## config.mk

```make
export PLATFORM = sky130hd
export DESIGN_NAME = intrusion_detector_flat
export DESIGN_NICKNAME = d
export VERILOG_FILES = /design/src/rtl/intrusion_pkg.sv /design/src/rtl/intrusion_if.sv /design/src/rtl/zone_debouncer.sv /design/src/rtl/intrusion_detector.sv /design/src/flat_wrapper.sv
export SDC_FILE = /design/constraint.sdc
export NUM_CORES = 1
export LEC_CHECK = 0
export ABC_AREA = 1
export CAP_MARGIN = 20
export CORE_UTILIZATION = 45
export DETAILED_ROUTE_END_ITERATION = 10
export GPL_ROUTABILITY_DRIVEN = 1
export MAX_ROUTING_LAYER = met4
export PLACE_DENSITY = 0.75
export SYNTH_ARGS = -nofsm -noshare
export SYNTH_HDL_FRONTEND = slang
export SYNTH_SLANG_ARGS = --single-unit
```

## constraint.sdc

```tcl
create_clock -name clk -period 1.75 [get_ports clk]
set_clock_uncertainty 0.1 [all_clocks]
set_input_delay 0.525 -clock clk [delete_from_list [all_inputs] [get_ports clk]]
set_output_delay 0.525 -clock clk [all_outputs]
set_load 0.01 [all_outputs]
```

## src/rtl/intrusion_pkg.sv

```systemverilog
// Shared types and defaults for the intrusion detector slice: FSM state encoding,
// zone-mask type, default timing constants and the delay-counter width helper.
package intrusion_pkg;

  localparam int DEF_NUM_ZONES       = 4;
  localparam int DEF_DEBOUNCE_CYCLES = 8;
  localparam int DEF_EXIT_DELAY      = 16;
  localparam int DEF_ENTRY_DELAY     = 16;
  localparam logic [DEF_NUM_ZONES-1:0] DEF_ENTRY_ZONE_MASK = 4'b0001;

  typedef enum logic [2:0] {
    ST_DISARMED    = 3'd0,
    ST_EXIT_DELAY  = 3'd1,
    ST_ARMED       = 3'd2,
    ST_ENTRY_DELAY = 3'd3,
    ST_ALARM       = 3'd4
  } state_t;

  typedef logic [DEF_NUM_ZONES-1:0] zone_mask_t;

  // Counter holds at most max(delay)-1, so clog2(max) bits suffice (never below 1).
  function automatic int dcnt_width(input int exit_d, input int entry_d);
    int m;
    m = (exit_d > entry_d) ? exit_d : entry_d;
    return (m > 1) ? $clog2(m) : 1;
  endfunction

endpackage

```

## src/rtl/intrusion_if.sv

```systemverilog
// Sensor/request inputs and alert/status outputs of the intrusion detector,
// grouped as one bus; master drives the requests, slave is the detector.
interface intrusion_if
  import intrusion_pkg::*;
#(
  parameter int NUM_ZONES = DEF_NUM_ZONES
);
  logic [NUM_ZONES-1:0] sensor_raw;
  logic                 arm_req;
  logic                 disarm_req;
  logic                 tamper;
  logic                 intruder_detected;
  logic                 system_compromised;
  logic                 armed;
  logic                 delay_active;
  logic                 arm_fault;
  logic [2:0]           state_o;
  logic [NUM_ZONES-1:0] tripped_zones;

  modport master (
    output sensor_raw, arm_req, disarm_req, tamper,
    input  intruder_detected, system_compromised, armed, delay_active,
           arm_fault, state_o, tripped_zones
  );

  modport slave (
    input  sensor_raw, arm_req, disarm_req, tamper,
    output intruder_detected, system_compromised, armed, delay_active,
           arm_fault, state_o, tripped_zones
  );
endinterface

```

## src/rtl/zone_debouncer.sv

```systemverilog
// Two-flop synchroniser followed by a stability counter; the debounced level
// follows the synced input only after DEBOUNCE_CYCLES consecutive disagreeing cycles.
module zone_debouncer #(
  parameter int DEBOUNCE_CYCLES = 8
) (
  input  logic clk,
  input  logic rst,
  input  logic raw,
  output logic level
);
  localparam int CW = (DEBOUNCE_CYCLES > 1) ? $clog2(DEBOUNCE_CYCLES) : 1;

  logic          sync1_r;
  logic          sync2_r;
  logic          level_r;
  logic [CW-1:0] cnt_r;

  // Synchronise, then count disagreeing cycles; the Nth one commits the new level.
  always_ff @(posedge clk or posedge rst) begin
    if (rst) begin
      sync1_r <= 1'b0;
      sync2_r <= 1'b0;
      level_r <= 1'b0;
      cnt_r   <= '0;
    end else begin
      sync1_r <= raw;
      sync2_r <= sync1_r;
      if (sync2_r != level_r) begin
        if (cnt_r == CW'(DEBOUNCE_CYCLES - 1)) begin
          level_r <= sync2_r;
          cnt_r   <= '0;
        end else begin
          cnt_r <= cnt_r + CW'(1);
        end
      end else begin
        cnt_r <= '0;
      end
    end
  end

  assign level = level_r;
endmodule

```

## src/rtl/intrusion_detector.sv

```systemverilog
// Zone debounce, arming FSM with exit/entry delays and latched tripped-zone mask.
// Build option: define INTRUSION_TAMPER_EN to debounce tamper into system_compromised.
module intrusion_detector
  import intrusion_pkg::*;
#(
  parameter int NUM_ZONES       = DEF_NUM_ZONES,
  parameter int DEBOUNCE_CYCLES = DEF_DEBOUNCE_CYCLES,
  parameter int EXIT_DELAY      = DEF_EXIT_DELAY,
  parameter int ENTRY_DELAY     = DEF_ENTRY_DELAY,
  parameter logic [NUM_ZONES-1:0] ENTRY_ZONE_MASK = NUM_ZONES'(DEF_ENTRY_ZONE_MASK)
) (
  input  logic       clk,
  input  logic       rst,
  intrusion_if.slave bus
);
  localparam int DW = dcnt_width(EXIT_DELAY, ENTRY_DELAY);

  logic [NUM_ZONES-1:0] zones_s;
  logic [NUM_ZONES-1:0] tripped_r;
  state_t               state_r;
  state_t               next_state_s;
  logic [DW-1:0]        dcnt_r;
  logic [DW-1:0]        next_dcnt_s;
  logic                 arm_fault_r;
  logic                 compromised_r;
  logic                 instant_hit_s;
  logic                 entry_hit_s;
  logic                 intruder_s;
  logic                 armed_s;
  logic                 delay_s;

  for (genvar g = 0; g < NUM_ZONES; g++) begin : g_zone
    zone_debouncer #(.DEBOUNCE_CYCLES(DEBOUNCE_CYCLES)) u_deb (
      .clk   (clk),
      .rst   (rst),
      .raw   (bus.sensor_raw[g]),
      .level (zones_s[g])
    );
  end

  assign instant_hit_s = |(zones_s & ~ENTRY_ZONE_MASK);
  assign entry_hit_s   = |(zones_s & ENTRY_ZONE_MASK);

  // FSM state and delay counter register
  always_ff @(posedge clk or posedge rst) begin
    if (rst) begin
      state_r <= ST_DISARMED;
      dcnt_r  <= '0;
    end else begin
      state_r <= next_state_s;
      dcnt_r  <= next_dcnt_s;
    end
  end

  // Next-state logic; disarm overrides every other request
  always_comb begin
    next_state_s = state_r;
    next_dcnt_s  = dcnt_r;
    if (bus.disarm_req) begin
      next_state_s = ST_DISARMED;
      next_dcnt_s  = '0;
    end else begin
      case (state_r)
        ST_DISARMED: begin
          if (bus.arm_req && (zones_s == '0)) begin
            next_state_s = ST_EXIT_DELAY;
            next_dcnt_s  = DW'(EXIT_DELAY - 1);
          end else begin
            next_state_s = ST_DISARMED;
          end
        end
        ST_EXIT_DELAY: begin
          if (dcnt_r == '0) next_state_s = ST_ARMED;
          else              next_dcnt_s  = dcnt_r - DW'(1);
        end
        ST_ARMED: begin
          if (instant_hit_s) begin
            next_state_s = ST_ALARM;
          end else if (entry_hit_s) begin
            next_state_s = ST_ENTRY_DELAY;
            next_dcnt_s  = DW'(ENTRY_DELAY - 1);
          end else begin
            next_state_s = ST_ARMED;
          end
        end
        ST_ENTRY_DELAY: begin
          if (instant_hit_s || (dcnt_r == '0)) next_state_s = ST_ALARM;
          else                                 next_dcnt_s  = dcnt_r - DW'(1);
        end
        ST_ALARM: next_state_s = ST_ALARM;
        default: begin
          next_state_s = ST_DISARMED;
          next_dcnt_s  = '0;
        end
      endcase
    end
  end

  // Refused-arm pulse and tripped-zone latch
  always_ff @(posedge clk or posedge rst) begin
    if (rst) begin
      arm_fault_r <= 1'b0;
      tripped_r   <= '0;
    end else begin
      arm_fault_r <= (state_r == ST_DISARMED) && bus.arm_req && !bus.disarm_req &&
                     (zones_s != '0);
      if (bus.disarm_req)                tripped_r <= '0;
      else if (next_state_s == ST_ALARM) tripped_r <= tripped_r | zones_s;
      else                               tripped_r <= tripped_r;
    end
  end

  // Status decode straight from the state register
  always_comb begin
    intruder_s = 1'b0;
    armed_s    = 1'b0;
    delay_s    = 1'b0;
    case (state_r)
      ST_DISARMED:    ;
      ST_EXIT_DELAY:  delay_s = 1'b1;
      ST_ARMED:       armed_s = 1'b1;
      ST_ENTRY_DELAY: begin armed_s = 1'b1; delay_s = 1'b1; end
      ST_ALARM:       begin armed_s = 1'b1; intruder_s = 1'b1; end
      default:        ;
    endcase
  end

`ifdef INTRUSION_TAMPER_EN
  logic tamper_level_s;

  zone_debouncer #(.DEBOUNCE_CYCLES(DEBOUNCE_CYCLES)) u_tamper_deb (
    .clk   (clk),
    .rst   (rst),
    .raw   (bus.tamper),
    .level (tamper_level_s)
  );

  // Sticky compromise flag; disarm only clears it once tamper has settled low
  always_ff @(posedge clk or posedge rst) begin
    if (rst)                 compromised_r <= 1'b0;
    else if (tamper_level_s) compromised_r <= 1'b1;
    else if (bus.disarm_req) compromised_r <= 1'b0;
    else                     compromised_r <= compromised_r;
  end
`else
  logic unused_tamper_s;
  assign unused_tamper_s = bus.tamper;
  assign compromised_r   = 1'b0;
`endif

  assign bus.intruder_detected  = intruder_s;
  assign bus.armed              = armed_s;
  assign bus.delay_active       = delay_s;
  assign bus.arm_fault          = arm_fault_r;
  assign bus.state_o            = state_r;
  assign bus.tripped_zones      = tripped_r;
  assign bus.system_compromised = compromised_r;
endmodule

```

## src/flat_wrapper.sv

```systemverilog
// flat-port wrapper written by rule: the top's interface ports become plain ports
module intrusion_detector_flat import intrusion_pkg::*;
#(
  parameter int NUM_ZONES       = DEF_NUM_ZONES,
  parameter int DEBOUNCE_CYCLES = DEF_DEBOUNCE_CYCLES,
  parameter int EXIT_DELAY      = DEF_EXIT_DELAY,
  parameter int ENTRY_DELAY     = DEF_ENTRY_DELAY,
  parameter logic [NUM_ZONES-1:0] ENTRY_ZONE_MASK = NUM_ZONES'(DEF_ENTRY_ZONE_MASK)
)
  (clk, rst, bus_sensor_raw, bus_arm_req, bus_disarm_req, bus_tamper, bus_intruder_detected, bus_system_compromised, bus_armed, bus_delay_active, bus_arm_fault, bus_state_o, bus_tripped_zones);
  intrusion_if #(.NUM_ZONES(NUM_ZONES)) bus_i ();
  input  logic clk;
  input  logic rst;
  input wire logic [$bits(bus_i.sensor_raw)-1:0] bus_sensor_raw;
  input wire logic [$bits(bus_i.arm_req)-1:0] bus_arm_req;
  input wire logic [$bits(bus_i.disarm_req)-1:0] bus_disarm_req;
  input wire logic [$bits(bus_i.tamper)-1:0] bus_tamper;
  output wire logic [$bits(bus_i.intruder_detected)-1:0] bus_intruder_detected;
  output wire logic [$bits(bus_i.system_compromised)-1:0] bus_system_compromised;
  output wire logic [$bits(bus_i.armed)-1:0] bus_armed;
  output wire logic [$bits(bus_i.delay_active)-1:0] bus_delay_active;
  output wire logic [$bits(bus_i.arm_fault)-1:0] bus_arm_fault;
  output wire logic [$bits(bus_i.state_o)-1:0] bus_state_o;
  output wire logic [$bits(bus_i.tripped_zones)-1:0] bus_tripped_zones;
  assign bus_i.sensor_raw = bus_sensor_raw;
  assign bus_i.arm_req = bus_arm_req;
  assign bus_i.disarm_req = bus_disarm_req;
  assign bus_i.tamper = bus_tamper;
  assign bus_intruder_detected = bus_i.intruder_detected;
  assign bus_system_compromised = bus_i.system_compromised;
  assign bus_armed = bus_i.armed;
  assign bus_delay_active = bus_i.delay_active;
  assign bus_arm_fault = bus_i.arm_fault;
  assign bus_state_o = bus_i.state_o;
  assign bus_tripped_zones = bus_i.tripped_zones;
  intrusion_detector #(.NUM_ZONES(NUM_ZONES), .DEBOUNCE_CYCLES(DEBOUNCE_CYCLES), .EXIT_DELAY(EXIT_DELAY), .ENTRY_DELAY(ENTRY_DELAY), .ENTRY_ZONE_MASK(ENTRY_ZONE_MASK)) u_core (.clk(clk), .rst(rst), .bus(bus_i));
endmodule
```

After elaboration in Yosys (flattened, before gate mapping) --
Cells that the tools add are included.
Storage, ports and cells: bits of input ports 9, register bits after elaboration 36, logic and storage cells 91
Cells by class: bitwise operators 1, reductions and logical operators 19, mux-type cells 27, equal/unequal tests 19, add/subtract/negate cells 5
Operators with widths (number):
- $mux 3 | 12
- $mux 4 | 8
- $pmux 4 s5 | 1
- $eq 3x3->1 const B | 6
- $pmux 3 s5 | 1
- $add 3x1->3 const B | 4
- $ne 3x3->1 const B | 4
- $logic_not 4->1 | 2
- $reduce_and 2->1 | 4
- $eq 3x2->1 const B | 2
- $reduce_and 6->1 | 1
- $reduce_or 3->1 | 2
- $mux 1 | 5
- $logic_and 1x1->1 | 4
- $ne 1x1->1 | 4
- $or 4x4->4 | 1
- $reduce_bool 4->1 | 1
- $sub 4x1->4 const B | 1
- $eq 3x1->1 const B | 1
- $logic_not 3->1 | 1
- $ne 3x2->1 const B | 1
- $ne 2x2->1 const B | 1
- $reduce_bool 2->1 | 1
- $reduce_or 2->1 | 1
- other kinds (2) | 2

Logic depth before layout (Yosys ltp) --
depth after elaboration 8, mapped depth 9, mapped depth without buffers 9

By module --
A second synthesis with hierarchy kept.
Unflattened totals: cell total of the unflattened synthesis 201, area, all modules 1737.9 um^2
Modules (own cells, without submodules):
- zone_debouncer | area each 231.5 um^2, times used 4, cells an instance 22
- intrusion_detector | area each 812.0 um^2, times used 1, cells an instance 113

Worst setup path after synthesis --
No wires, ideal clock.
path type register to output, start register u_core.state_r[0] (netlist: u_core.bus.state_o[0]), end output bus_armed, stages on the path, launching flop included 4, path slack 0.264 ns, data arrival time 0.861 ns, cells stage by stage dfrtp_1 > nor2_2 > nand2_1 > o21ai_0
Between the ends: cells in the longest elaborated chain, start to end 3, elaborated cells between the ends (all ways) 5, classes of those cells eq/ne: 3; mux: 1; reduce/logical: 1
Ends and longest elaborated chain:
- start: declaration | RTL line intrusion_detector.sv:20 | state_t state_r;
- start signal: assignment | RTL line intrusion_detector.sv:50 | state_r <= next_state_s;
- $eq 3x3->1 or $eq 3x2->1 (tied branches) | RTL line intrusion_detector.sv:118 | case (state_r)
- $reduce_or 3->1 (no line) *
- $mux 1 * | RTL line intrusion_detector.sv:118
- end: declaration | RTL line flat_wrapper.sv:20 | output wire logic [$bits(bus_i.armed)-1:0] bus_armed;
Mark *: on every way between the ends. The rest lies on a longest branch, timed or not.

Worst setup path in the final report --
Same ends and word-level chain as after synthesis.

==> results_dict.tcl <==
set metrics [dict create \
    status "complete, but fails checks" \
    violations "setup timing" \
    power_uw 3020 \
    timing.final.crit_share 1.06 \
    first_pass_iters 4 \
    die_area_um2 3870 \
    area_growth_pct 29.8 \
    dp_hpwl_um 2120 \
    cts_tree "yes" \
    yosysSeqAreaShare 0.553 \
    final_common_cell "dfrtp_1" \
    p_leak_uw 0.00114 \
    drc_errors 0 \
    setup_violations 3 \
    synth_warnings 0 \
    path_clk_slew_ns 0.11 \
    p_per_area_nw_per_um2 1430 \
    drt_iter0_drc 90 \
    antenna_cells 0 \
    core_area_um2 3420 \
    io_buffers 18 \
    clockRootBuffer "clkbuf_4" \
    final_nets 227 \
    grt_overflow_total 0 \
    rsz0062_at_grt "yes" \
    clk_latency_ns 0.34 \
    max_freq_mhz 538 \
    worstSetupEndpointType "output pin" \
    holdWs_ns 0.255 \
    stdcell_count 255 \
    cp.arrival_ns 1.23 \
    grt_pass1_wl_um 5100 \
    crit_required_ns 1.12 \
    synth.area.top_cells "dfrtp_1 (55%), ha_1 (7.7%), nand3_1 (7.1%)" \
    grt_pass1_vias 1167 \
    dr_total_vias 1239 \
    ios 21 \
    placed_cells_incl_taps 236 \
    clock_path_buffers 2 \
    vdd_ir_drop_max_mv 0.659 \
    start_util 0.477 \
    antenna_found_initial 0 \
    syn_nets 182 \
    antenna_left 0 \
    nFillCells 294 \
    grt_usage 0.181 \
    synth_top_cell_area_share 0.553 \
    cp_max_fo 3 \
    h-tree-depth 2 \
    die_h_um 62.2 \
    synth_area_um2 1630 \
    cts_buffers 5 \
    drt_wl_total_um 2980 \
    placed_area_um2 1960 \
    finalInstanceArea_um2 2120 \
    layout_common_cells "dfrtp_1 (36), nand3_1 (22), nor2_1 (19)" \
    criticalPathCategory "reg -> out" \
    rows 21 \
    yosys.area.top_type "dfrtp_1" \
    layout_setup_ws_ns -0.107 \
    avgSynthCellArea_um2 10.0 \
    synth-seq-cells 36 \
    drive_above_1_share 0.263 \
    wl_per_cell_um 11.7 \
    clkSinkCount 36 \
    vias_per_cell 4.86 \
    min_period_ns 1.86 \
    postSynthCellCount 163 \
    max-cap-violations 0 \
    synth_cell_types 22 \
    start_kind "flip-flop" \
    postLayoutCoreUtil 0.619 \
    drv_slew 0 \
    finalWeightedCongestion 0.867 \
    grt_max_degree 37 \
    hp-class "reg -> reg" \
    die_w_um 62.2 \
    hold_violations 0 \
]
routing by layer:
metal	wire length (µm)	up-vias	GRT usage
li1	-	613	-
met1	1210	586	0.192
met2	1570	32	0.304
met3	136	8	0.0551
met4	68	0	0.0901
met5	0	-	-
stage by stage:
step                setup slack [ns]  TNS, ns
floorplan                      0.264        0
global placement             -0.0863   -0.116
detailed placement            -0.136   -0.221
CTS                           -0.126   -0.207
global route                  -0.203   -0.558
finish                        -0.107   -0.241
final timing paths:
path | startpoint | end | slack [ns] | depth (start not counted)
min in group asynchronous | rst | u_core.g_zone[1].u_deb.sync1_r | 0.42 | 3
hold reg to reg | u_core.g_zone[0].u_deb.sync1_r | u_core.g_zone[0].u_deb.sync2_r | 0.25 | 0
setup / recovery | u_core.bus.state_o[0] | bus_armed | -0.11 | 5
setup reg to reg | u_core.bus.state_o[2] | u_core.dcnt_r[3] | 0.06 | 10
max in group asynchronous | rst | u_core.bus.tripped_zones[0] | 0.96 | 3
hold / removal | u_core.g_zone[0].u_deb.sync1_r | u_core.g_zone[0].u_deb.sync2_r | 0.25 | 0
flip-flops by register name, summed over array words and instances (netlist names):
signal / cells
u_core.bus.arm_fault: 1
u_core.bus.tripped_zones: 4
u_core.g_zone.u_deb.sync1_r: 4
u_core.dcnt_r: 4
u_core.g_zone.u_deb.level: 4
u_core.g_zone.u_deb.sync2_r: 4
u_core.g_zone.u_deb.cnt_r: 12
u_core.bus.state_o: 3
area by class of cell:
cell class	instances	area, µm²	area share
Timing Repair Buffer	40	365	0.173
Clock inverter	1	7.51	0.00355
Clock buffer	7	55.1	0.0260
Multi-Input combinational cell	106	658	0.311
Inverter	19	71.3	0.0337
Tap cell	46	57.6	0.0272
Sequential cell	36	901	0.426
cell usage after synthesis:
cell type,n
nor2_4,3
inv_2,1
nor2_1,19
nand2_2,2
a21oi_1,3
or2_2,4
nand3_4,1
dfrtp_1,36
nor2_2,2
o21ai_0,4
nand4_1,1
inv_1,18
nand3_1,23
nand2_1,19
ha_1,10
nor3b_1,2
xnor2_1,4
nor3_1,4
mux2_2,3
nor3_2,1
conb_1,1
buf_4,2
cell families (layout without fill, tap and decap cells):
| group | Yosys count | after routing | share of synthesized area |
|---|---|---|---|
| multiplexers | 3 | 3 | 0.0207 |
| AND/OR/NAND/NOR | 81 | 81 | 0.252 |
| adder cells (fa/ha/maj) | 10 | 10 | 0.0767 |
| flip-flops | 36 | 36 | 0.553 |
| AO/OA/AOI/OAI | 7 | 7 | 0.0215 |
| XOR/XNOR | 4 | 4 | 0.0215 |
| other | 1 | 1 | 0.00230 |
| buffers and inverters | 21 | 67 | 0.0529 |
repair_timing:
item | in CTS | in global routing
hold buffers | 0 | 0
pin swaps | 2 | 2
resized for setup | 28 | 10
setup endpoints to repair | 11 | 6
hold endpoints to repair | 0 | 0
buffers inserted | 8 | 4
power breakdown:
group	internal (µW)	total [µW]	switching, µW
Clock	197	465	268
Sequential	1040	1200	153
Combinational	640	1350	715
Total	1880	3020	1140
critical path, cell delays in order (launching register included):
cell and delay [ns]:
dfrtp_1 0.41, buf_6 0.13, nor2_4 0.08, nand2_2 0.07, o21ai_1 0.06, buf_2 0.14
Power figures use the tool's default switching activity.
==> edit: new RTL, config.mk and constraints unchanged <==
The option `INTRUSION_TAMPER_EN` is turned on by a define.
--- a/src/rtl/intrusion_detector.sv
+++ b/src/rtl/intrusion_detector.sv
@@ -2,2 +2,4 @@
 // Build option: define INTRUSION_TAMPER_EN to debounce tamper into system_compromised.
+`define INTRUSION_TAMPER_EN
+
 module intrusion_detector
Function: no difference found for any inputs over 10 cycles, from zero or initial values and one cycle with rst high; that may be too few to reach the edited logic, so the function may still have changed.
==> edit against the original RTL <==
The flow still finishes with violations (setup timing); worst hold slack lost 0.0016 ns; synthesized area grew 20%; core utilization shrank 1.4 points; count of clock-buffer cells in the layout shrank 1; sequential cell count grew 7; worst setup slack gained 0.10 ns; power grew 16%; final area grew 17%; routed wire length grew 18%; maximum frequency grew 5.7%.
==> edit: results (changes against the original RTL) <==
synth_common_cells: "43 x dfrtp_1, 36 x nand2_1, 30 x inv_1"
worst_ir_drop_vdd_uv: 675  # +2.5%
nets: 271  # +19%
synth_cell_type_count: 25  # +14%
r2r-end: "u_core.dcnt_r[0]"
final_cells: 302  # +18%
synthTopCellsByArea: "dfrtp_1 55%, ha_1 7.1%, nand2_1 6.9%"
drt_iter0_markers: 55  # -39%
synth_seq_area_share_pct: 55.2  # -0.094 points
grt_usage_pct: 18.8  # +0.71 points
syn_nets: 225  # +24%
clock_latency_ns: 0.30  # -0.04 ns
gp_congestion: 0.831  # -4.2%
layout-drive-gt1-share_pct: 23.0  # -3.3 points
layout_setup_ws_ns: -0.00718  # +0.0999 ns
dp_hpwl_mm: 2.62  # +24%
syn_inst: 205  # +26%
placed_cell_area_um2: 2330  # +19%
cts-root-buf: "clkbuf_8"
final-setup-viol-count: 1  # -2
fin_setup_tns_ns: -0.00718  # +0.234 ns
numPortBuffers: 20  # +2
wl_per_cell_um: 11.7  # -0.14%
p_leak_nw: 1.30  # +14%
pre_cts_ws_ns: -0.232  # -0.0963 ns
hold_start: "u_core.u_tamper_deb.sync1_r"
fillCellCount: 359  # +22%
status: "complete, but fails checks"
startpoint: "u_core.bus.state_o[2]"
reg2reg_depth: 13  # +3
hold-path-endpoint: "u_core.u_tamper_deb.sync2_r"
failed_checks: "setup timing"
grt_start_max_net_pins: 44  # +19%
clk_pin_slew_ns: 0.09  # -0.02 ns
grt_pass1_vias: 1448  # +24%
==> edit: cell count changes after synthesis, sizes merged, moves of 4 or more <==
cell	delta
nand2	+19
o21ai	+10
nand3	-10
dfrtp	+7
or2	-4
inv	+15
==> edit: layout make-up <==
type | instances | share of cell area [%]
inverters | 34 | 5.26
clock buffers | 6 | 3.34
well taps | 50 | 2.53
repair buffers | 40 | 14.1
clock inverters | 2 | 0.658
multi-input cells | 127 | 30.6
flip-flops and latches | 43 | 43.6
==> edit: cell families after synthesis <==
logic type | Yosys count | synth area share [%]
and+or+nand+nor | 90 | 21.9
xor gates and xnor gates | 5 | 2.24
AOI/OAI and AO/OA | 21 | 6.41
buffers and inverters | 35 | 7.25
adders and majority gates | 11 | 7.06
DFF | 43 | 55.2
==> edit: repair_timing <==
item	CTS	global route
setup buffers	5	0
setup endpoints to repair	12	12
cloned	0	0
pin swaps	1	2
resized for setup	28	12
==> edit: worst max-delay path by stage <==
stage          cells after the start                    to
4_1_cts                            4             bus_armed
3_5_place_dp                      10      u_core.dcnt_r[0]
5_1_grt                            4             bus_armed
6_report                           4             bus_armed
3_3_place_gp                       9      u_core.dcnt_r[1]
2_1_floorplan                      1  u_core.bus.arm_fault
==> edit: routing by layer <==
layer	wire [µm]	share of wire, %	global-route usage, %
met1	1660	47	21.8
met2	1700	48	31.8
met3	129	3.7	4.67
met4	38	1.1	5.99
met5	0	0	-
==> edit: report_power, final <==
| part | switching, W | leakage, nW | internal [W] | total (W) |
|---|---|---|---|---|
| sequential | 0.000178 | 0.552 | 0.00128 | 0.00146 |
| clock | 0.000342 | 0.0474 | 0.000322 | 0.000664 |
| combinational | 0.000770 | 0.697 | 0.000598 | 0.00137 |
